<file path="src/rtl/seg7_display_arbiter.sv">
// Arbitrates one 4-digit multiplexed 7-segment display among three requesters
// (fixed priority, minimum hold before preemption), plus digit scan and hex decode.
module seg7_display_arbiter #(
  parameter int unsigned SCAN_DIV  = 50000,
  parameter int unsigned BLANK_CYC = 500,
  parameter int unsigned HOLD_CYC  = 25000000
) (
  input  logic        clk,
  input  logic        rst_n,
  input  logic [2:0]  req_i,
  input  logic [15:0] data0_i,
  input  logic [15:0] data1_i,
  input  logic [15:0] data2_i,
  output logic [2:0]  gnt_o,
  output logic [3:0]  led_cs_o,
  output logic [7:0]  led_db_o
);

  localparam int unsigned SCAN_W    = (SCAN_DIV > 2) ? $clog2(SCAN_DIV) : 1;
  localparam int unsigned HOLD_BITS = $clog2(HOLD_CYC + 1);
  localparam int unsigned HOLD_W    = (HOLD_BITS > 25) ? HOLD_BITS : 25;

  localparam logic [SCAN_W-1:0] SCAN_LAST = SCAN_W'(SCAN_DIV - 1);
  localparam logic [SCAN_W-1:0] BLANK_END = SCAN_W'(BLANK_CYC);
  localparam logic [HOLD_W-1:0] HOLD_LOAD = HOLD_W'(HOLD_CYC);
  localparam logic [HOLD_W-1:0] HOLD_ZERO = {HOLD_W{1'b0}};
  localparam logic [HOLD_W-1:0] HOLD_ONE  = HOLD_W'(1);

  typedef enum logic [1:0] {
    IDLE   = 2'd0,
    GRANT  = 2'd1,
    SWITCH = 2'd2
  } state_e;

  state_e            state_q, state_d;
  logic [1:0]        owner_q, owner_d;
  logic [HOLD_W-1:0] hold_q, hold_d;
  logic [SCAN_W-1:0] scan_q, scan_d;
  logic [1:0]        digit_q, digit_d;
  logic [2:0]        gnt_q, gnt_d;
  logic [3:0]        led_cs_q, led_cs_d;
  logic [7:0]        led_db_q, led_db_d;

  logic              owner_req_s;
  logic              higher_req_s;
  logic [15:0]       owner_data_s;
  logic [3:0]        nibble_s;

  function automatic logic [1:0] top_req(input logic [2:0] r);
    logic [1:0] idx;
    if (r[0]) begin
      idx = 2'd0;
    end else if (r[1]) begin
      idx = 2'd1;
    end else begin
      idx = 2'd2;
    end
    return idx;
  endfunction

  function automatic logic req_of(input logic [2:0] r, input logic [1:0] who);
    logic hit;
    case (who)
      2'd0:    hit = r[0];
      2'd1:    hit = r[1];
      2'd2:    hit = r[2];
      default: hit = 1'b0;
    endcase
    return hit;
  endfunction

  // True when some requester above the current owner is asking.
  function automatic logic higher_of(input logic [2:0] r, input logic [1:0] who);
    logic hit;
    case (who)
      2'd0:    hit = 1'b0;
      2'd1:    hit = r[0];
      2'd2:    hit = r[0] | r[1];
      default: hit = 1'b0;
    endcase
    return hit;
  endfunction

  function automatic logic [2:0] onehot(input logic [1:0] who);
    logic [2:0] oh;
    case (who)
      2'd0:    oh = 3'b001;
      2'd1:    oh = 3'b010;
      2'd2:    oh = 3'b100;
      default: oh = 3'b000;
    endcase
    return oh;
  endfunction

  function automatic logic [3:0] digit_sel(input logic [1:0] dig);
    logic [3:0] cs;
    case (dig)
      2'd0:    cs = 4'b1110;
      2'd1:    cs = 4'b1101;
      2'd2:    cs = 4'b1011;
      2'd3:    cs = 4'b0111;
      default: cs = 4'b1111;
    endcase
    return cs;
  endfunction

  function automatic logic [7:0] seg_decode(input logic [3:0] nib);
    logic [7:0] seg;
    case (nib)
      4'h0:    seg = 8'hC0;
      4'h1:    seg = 8'hF9;
      4'h2:    seg = 8'hA4;
      4'h3:    seg = 8'hB0;
      4'h4:    seg = 8'h99;
      4'h5:    seg = 8'h92;
      4'h6:    seg = 8'h82;
      4'h7:    seg = 8'hF8;
      4'h8:    seg = 8'h80;
      4'h9:    seg = 8'h90;
      4'hA:    seg = 8'h88;
      4'hB:    seg = 8'h83;
      4'hC:    seg = 8'hC6;
      4'hD:    seg = 8'hA1;
      4'hE:    seg = 8'h86;
      4'hF:    seg = 8'h8E;
      default: seg = 8'hFF;
    endcase
    return seg;
  endfunction

  // Owner-related request decode and live data nibble selection.
  always_comb begin
    owner_req_s  = req_of(req_i, owner_q);
    higher_req_s = higher_of(req_i, owner_q);
    case (owner_q)
      2'd0:    owner_data_s = data0_i;
      2'd1:    owner_data_s = data1_i;
      2'd2:    owner_data_s = data2_i;
      default: owner_data_s = 16'h0000;
    endcase
    case (digit_q)
      2'd0:    nibble_s = owner_data_s[3:0];
      2'd1:    nibble_s = owner_data_s[7:4];
      2'd2:    nibble_s = owner_data_s[11:8];
      2'd3:    nibble_s = owner_data_s[15:12];
      default: nibble_s = 4'h0;
    endcase
  end

  // Arbitration next state; higher requests seen during hold are not remembered.
  always_comb begin
    state_d = state_q;
    owner_d = owner_q;
    hold_d  = hold_q;
    case (state_q)
      IDLE: begin
        if (req_i != 3'b000) begin
          state_d = GRANT;
          owner_d = top_req(req_i);
          hold_d  = HOLD_LOAD;
        end else begin
          state_d = IDLE;
        end
      end
      GRANT: begin
        if (!owner_req_s) begin
          state_d = SWITCH;
        end else if ((hold_q == HOLD_ZERO) && higher_req_s) begin
          state_d = SWITCH;
        end else begin
          state_d = GRANT;
        end
        if (hold_q == HOLD_ZERO) begin
          hold_d = HOLD_ZERO;
        end else begin
          hold_d = hold_q - HOLD_ONE;
        end
      end
      SWITCH: begin
        if (req_i != 3'b000) begin
          state_d = GRANT;
          owner_d = top_req(req_i);
          hold_d  = HOLD_LOAD;
        end else begin
          state_d = IDLE;
        end
      end
      default: begin
        state_d = IDLE;
      end
    endcase
  end

  // Free-running digit scan, independent of arbitration.
  always_comb begin
    if (scan_q == SCAN_LAST) begin
      scan_d  = {SCAN_W{1'b0}};
      digit_d = digit_q + 2'd1;
    end else begin
      scan_d  = scan_q + SCAN_W'(1);
      digit_d = digit_q;
    end
  end

  // Output images of the current state, registered on the next edge.
  always_comb begin
    gnt_d    = 3'b000;
    led_cs_d = 4'b1111;
    led_db_d = 8'hFF;
    if (state_q == GRANT) begin
      gnt_d = onehot(owner_q);
      if (scan_q >= BLANK_END) begin
        led_cs_d = digit_sel(digit_q);
        led_db_d = seg_decode(nibble_s);
      end else begin
        led_cs_d = 4'b1111;
        led_db_d = 8'hFF;
      end
    end else begin
      gnt_d = 3'b000;
    end
  end

  // State, scan and output registers with synchronous active-low reset.
  always_ff @(posedge clk) begin
    if (!rst_n) begin
      state_q  <= IDLE;
      owner_q  <= 2'd0;
      hold_q   <= HOLD_ZERO;
      scan_q   <= {SCAN_W{1'b0}};
      digit_q  <= 2'd0;
      gnt_q    <= 3'b000;
      led_cs_q <= 4'b1111;
      led_db_q <= 8'hFF;
    end else begin
      state_q  <= state_d;
      owner_q  <= owner_d;
      hold_q   <= hold_d;
      scan_q   <= scan_d;
      digit_q  <= digit_d;
      gnt_q    <= gnt_d;
      led_cs_q <= led_cs_d;
      led_db_q <= led_db_d;
    end
  end

  assign gnt_o    = gnt_q;
  assign led_cs_o = led_cs_q;
  assign led_db_o = led_db_q;

endmodule

</file>
<file path="config.mk">
export PLATFORM = sky130hd
export DESIGN_NAME = seg7_display_arbiter
export DESIGN_NICKNAME = d
export VERILOG_FILES = /design/src/rtl/seg7_display_arbiter.sv
export SDC_FILE = /design/constraint.sdc
export NUM_CORES = 1
export LEC_CHECK = 0
export CAP_MARGIN = 25
export CORE_MARGIN = 5
export CORE_UTILIZATION = 49
export CTS_BUF_LIST = sky130_fd_sc_hd__clkbuf_8
export DETAILED_ROUTE_END_ITERATION = 8
export PLACE_DENSITY = 0.79
export SLEW_MARGIN = 15
export SYNTH_ARGS = -nofsm -noshare
export SYNTH_HDL_FRONTEND = slang
export SYNTH_SLANG_ARGS = --single-unit
</file>
<file path="constraint.sdc">
create_clock -name clk -period 2.8 [get_ports clk]
set_clock_uncertainty 0.15 [all_clocks]
set_input_delay 0.56 -clock clk [delete_from_list [all_inputs] [get_ports clk]]
set_output_delay 0.56 -clock clk [all_outputs]
set_load 0.01 [all_outputs]
</file>
Word level (Yosys, flattened, before mapping) --
Memory sizes are Yosys's and may differ from the RTL's. A register that Yosys moved wholly into a read port is not among the register bits. Index checks and enable logic that the tools add are counted.
Operators by class: order comparisons 1, eq/ne operators 9, bitwise logic cells 2, mux-type cells 15, reduce and logical (&&, ||, !) cells 14, $add $sub $neg 3
Operators by type and width (count):
- 25-bit two-way mux | 2
- 25-bit one-hot mux with 2 select lines | 1
- 16-bit one-hot mux with 3 select lines | 1
- 4-bit one-hot mux with 4 select lines | 2
- 25-bit zero test | 1
- 25-bit by 1-bit subtractor with 25-bit output, second input constant | 1
- 16-bit by 1-bit adder with 16-bit output, second input constant | 1
- 16-bit == test, second input constant | 1
- 16-bit by 9-bit greater-or-equal comparator with 1-bit output, second input constant | 1
- 3-bit one-hot mux with 3 select lines | 1
- 2-bit == test, second input constant | 4
- 2-bit two-way mux | 4
- 2-bit by 1-bit == test with 1-bit output, second input constant | 3
- 2-bit zero test | 3
- 2-bit AND reduction | 3
- 2-bit one-hot mux with 2 select lines | 1
- 2-bit OR reduction | 2
- 1-bit one-hot mux with 3 select lines | 1
- 3-bit AND reduction | 1
- 3-bit nonzero test | 1
- 2-bit by 1-bit adder with 2-bit output, second input constant | 1
- 2-bit by 1-bit != test with 1-bit output, second input constant | 1
- 1-bit one-hot mux with 2 select lines | 1
- 2-bit nonzero test | 1
- 5 further kinds | 5
Storage, ports and cells: input bits 53, bits in read-only memories 112, logic and storage cells 53, output and inout port bits 15, register bits after elaboration 62, memories 1
Memories:
- (no name shown) | depth 16, bits a word 7, rd ports 1, clocked after memory_dff 1, write ports 0, line 109 | case (nib)

Logic depth before layout (Yosys ltp) --
Gate-level depths: netlist (run 1).
word-level depth 6, mapped depth 12, gate-level depth less buffers 10

Worst setup path after synthesis (run 1) --
Ideal clock, no wire load.
path type reg2reg, from reg owner_q[0], to reg led_db_q[0], in the netlist led_db_o[0], setup time 128 ps, data required time 2522 ps, buffers on the path 1, period minus slack after synthesis 2766 ps, data arrival time 2488 ps, setup slack 34 ps, cell stages (with the launch flop) 11, path through dfxtp_1 > inv_1 > ha_1 > clkbuf_1 > a222oi_1 > nor2_1 > o31ai_1 > inv_1 > ha_1 > nor4_1 > a211oi_1
On the way: cells in the longest elaborated chain, start to end 3, elaborated cells between the ends (all ways) 5, those cells by class eq/ne: 2; mux: 2; reduce/logical: 1
Ends and longest elaborated chain:
- start, declared | line 36 | logic [1:0] owner_q, owner_d;
- start signal, assigned | line 237 | owner_q <= owner_d;
- 2-bit == test, or another cell as far along | line 135 | case (owner_q)
- 16-bit one-hot mux with 3 select lines (*) | line 135
- 4-bit one-hot mux with 4 select lines (*) | line 141 | case (digit_q)
- end, declared | line 42 | logic [7:0] led_db_q, led_db_d;
Mark *: on every way between the ends. The rest lies on a longest branch, timed or not. A chain may end at the register's enable or synchronous reset.

Final worst setup path (run 1) --
from reg hold_q[13], to reg hold_q[13]
On the way: cells in the longest elaborated chain, start to end 3, elaborated cells between the ends (all ways) 4, those cells by class add/sub: 1; mux: 2; reduce/logical: 1
Ends and longest elaborated chain:
- start, declared | line 37 | logic [HOLD_W-1:0] hold_q, hold_d;
- start signal, assigned | line 238 | hold_q <= hold_d;
- 25-bit by 1-bit subtractor with 25-bit output / 25-bit zero test (equally long branches) | line 176, 173
- 25-bit two-way mux (*) | line 173 | if (hold_q == HOLD_ZERO) begin
- 25-bit one-hot mux with 2 select lines (*) | line 155 | case (state_q)
Marked as above.

==> results of run 1 <==
-- registers in the layout, indices dropped and copies added, names as in the netlist --
register  cells
hold_q       25
scan_q       16
led_db_o      7
led_cs_o      4
gnt_o         3
digit_q       2
owner_q       2
state_q       2
-- critical path, cell delays in order, from the launching register on --
cell and delay [ns]:
dfxtp_1 0.35, or4_4 0.58, or4_4 0.61, or3_1 0.55, a41oi_2 0.26, a21oi_1 0.10
-- path summary, 6_finish.rpt --
check / endpoint / slack (ns) / depth (start not counted) / from
min reg2reg: hold_q[17]$_SDFFE_PN0P_ / 0.34 / 1 / hold_q[17]$_SDFFE_PN0P_
max: hold_q[13]$_SDFFE_PN0P_ / 0.07 / 5 / hold_q[13]$_SDFFE_PN0P_
max reg2reg: hold_q[13]$_SDFFE_PN0P_ / 0.07 / 5 / hold_q[13]$_SDFFE_PN0P_
min: hold_q[17]$_SDFFE_PN0P_ / 0.34 / 1 / hold_q[17]$_SDFFE_PN0P_
-- Yosys cell counts, types with 3 or more instances --
library cell / count
nand3_1: 10
and3_1: 4
o21ai_0: 8
ha_1: 24
nand3b_1: 3
inv_1: 21
xor2_1: 12
o221ai_1: 7
nor3_1: 13
a31oi_1: 10
or4_1: 6
a21oi_1: 10
a211oi_1: 5
o22ai_1: 4
nor4_1: 10
a222oi_1: 13
dfxtp_1: 61
mux2i_1: 8
a22oi_1: 5
or2_2: 5
or3_1: 8
nand4_1: 8
o31a_1: 4
clkbuf_1: 17
o31ai_1: 3
nand2_1: 28
and2_1: 3
nor2_1: 49
o21a_1: 6
xnor2_1: 11
-- layout make-up --
cell class                 count  area, sq um  area share, %
tap                           99        123.9          2.671
multi-input combinational    310         2161          46.60
clock inverter                 2        33.78         0.7285
inverter                      21        78.83          1.700
clock buffer                  12        165.2          3.562
timing repair buffer          90        853.3          18.40
sequential                    61         1221          26.34
-- where the power goes --
group          internal [mW]  leakage [nW]  switching [mW]
sequential             0.933         0.499          0.0674
clock                  0.471         0.106           0.329
combinational          0.332          1.15           0.367
total                   1.74          1.75           0.764
-- layer usage --
| metal | vias up | global-route usage, % | wire, microns |
|---|---|---|---|
| li1 | 1679 | - | - |
| met1 | 1595 | 24.21 | 3991 |
| met2 | 125 | 38.70 | 4668 |
| met3 | 16 | 5.896 | 798 |
| met4 | 0 | 7.933 | 145 |
| met5 | - | 0 | 0 |
-- cell families after synthesis --
| group | after synthesis |
|---|---|
| other cells | 1 |
| mux | 10 |
| simple gates | 161 |
| compound gates | 91 |
| flops | 61 |
| buf+inv | 42 |
| fa+ha+maj | 24 |
| xor+xnor | 23 |
==> results.cfg, run 1 <==
[die]
fp-row-count = 31
core-area_sq_mm = 0.007137
io_pins = 68
initial_utilization_pct = 49.49
dieArea_sq_mm = 0.009006
chipHeight_microns = 94.90
fp.dieW_microns = 94.90

[critical_path]
required_ns = 2.86
crit_path_end_kind = flip-flop
crit_arrival_ns = 2.79
cp_max_fo = 8
start_kind = flip-flop
critical_path_class = flip-flop to flip-flop

[cells_and_area]
final_common_cell = clkdlybuf4s50_1
layout_common_cells = clkdlybuf4s50_1, dfxtp_1, nor2_1
fillers = 620
final_cells = 595
drive_gt1_share_pct = 12.30
antenna_cells = 0
fin_area_sq_mm = 0.004637
area_delta_synth_final_pct = 31.28
fin_util_pct = 64.97
nets = 570

[synthesis]
synth_edf_count = 0
ys_seq_elements = 61
yosys.area.top_type_share_pct = 34.57
synth_area_leader_cell = dfxtp_1
synth-compound-area-share_pct = 19.80
synth_xor_area_share_pct = 5.703
synth_nets = 490
yosys_warnings = 0
synthCells = 413
yosys.area_share.simple_pct = 23.38
synthAdderAreaFrac_pct = 8.502
synth_cell_types = 57
syn_area_per_cell_sq_um = 8.552
yosys-top-cells-area = dfxtp_1, ha_1, nor2_1
synth_ff_type = dfxtp_1
synthMuxAreaShare_pct = 2.905
synth-seq-area-share_pct = 34.57
syn-cell-area_sq_mm = 0.003532
synth_top_family_by_area = simple AND/OR/NAND/NOR gates
postSynth.asyncResetShare_pct = 0

[cts]
holdBufCountCts = 0
post_cts_buffers = 0
cts_resized = 1
cts.clk_slew.worst_paths_ns = 0.06
cts.sinks = 61
cts-root-buf = clkbuf_8
clockBufferDepth = 2
clkLatencyLatePin_ns = 0.35
cts_buffers = 9
tritoncts = built
htreeDepth = 3

[placement]
dp_slack_ns = -0.02894
dp.cells = 581
dp_hpwl_mm = 7.214
place_area_sq_mm = 0.004410
routabilityCongestion = 0.8823
io_buffer_count = 66

[timing]
hold_viol = 0
fmax_mhz = 365.8
rsz0062_at_grt = true
setup_slack_ns = 0.06636
timing.slew.headroom_pct = 62.74
setup_viol = 0
totalNegativeSetupSlack_ns = 0
fin_crit_sh_pct = 97.63
whs_ns = 0.3351
finalMaxSlewViolations = 0
period_minus_slack_ns = 2.734
worstMarginPinSlew_ns = 0.5568

[drt]
drt-total-wl_mm = 9.604
final_antenna_net_count = 0
vias = 3415
first_pass_iters = 5
via_per_inst = 5.739
drc_errors = 0
wl_per_cell_microns = 16.14
drtIter0Drc = 240

[power_and_ir_drop]
max-vdd-ir-drop_mv = 0.3055
power_mw = 2.500
power_leakage_nw = 1.751
power.density_mw_per_mm2 = 539.1

[global_routing]
grt_max_degree = 19
grt_util_all_layers_pct = 21.56
overflow = 0
grt_pass1_wl_mm = 15.23
antenna_found_initial = 0
grt_pass1_vias = 3287

[run]
maxCapViolCount = 0

[min_path]
hold_class = flip-flop to flip-flop

[status]
status = finished, final reports clean
(Power assumes the default switching activity.)
==> run 2, diff against run 1 <==
Settings changed: ABC_CLOCK_PERIOD_IN_PS from default to 2800.
==> results of run 2 <==
Final layout, timing and power as in run 1 (identical DEF).
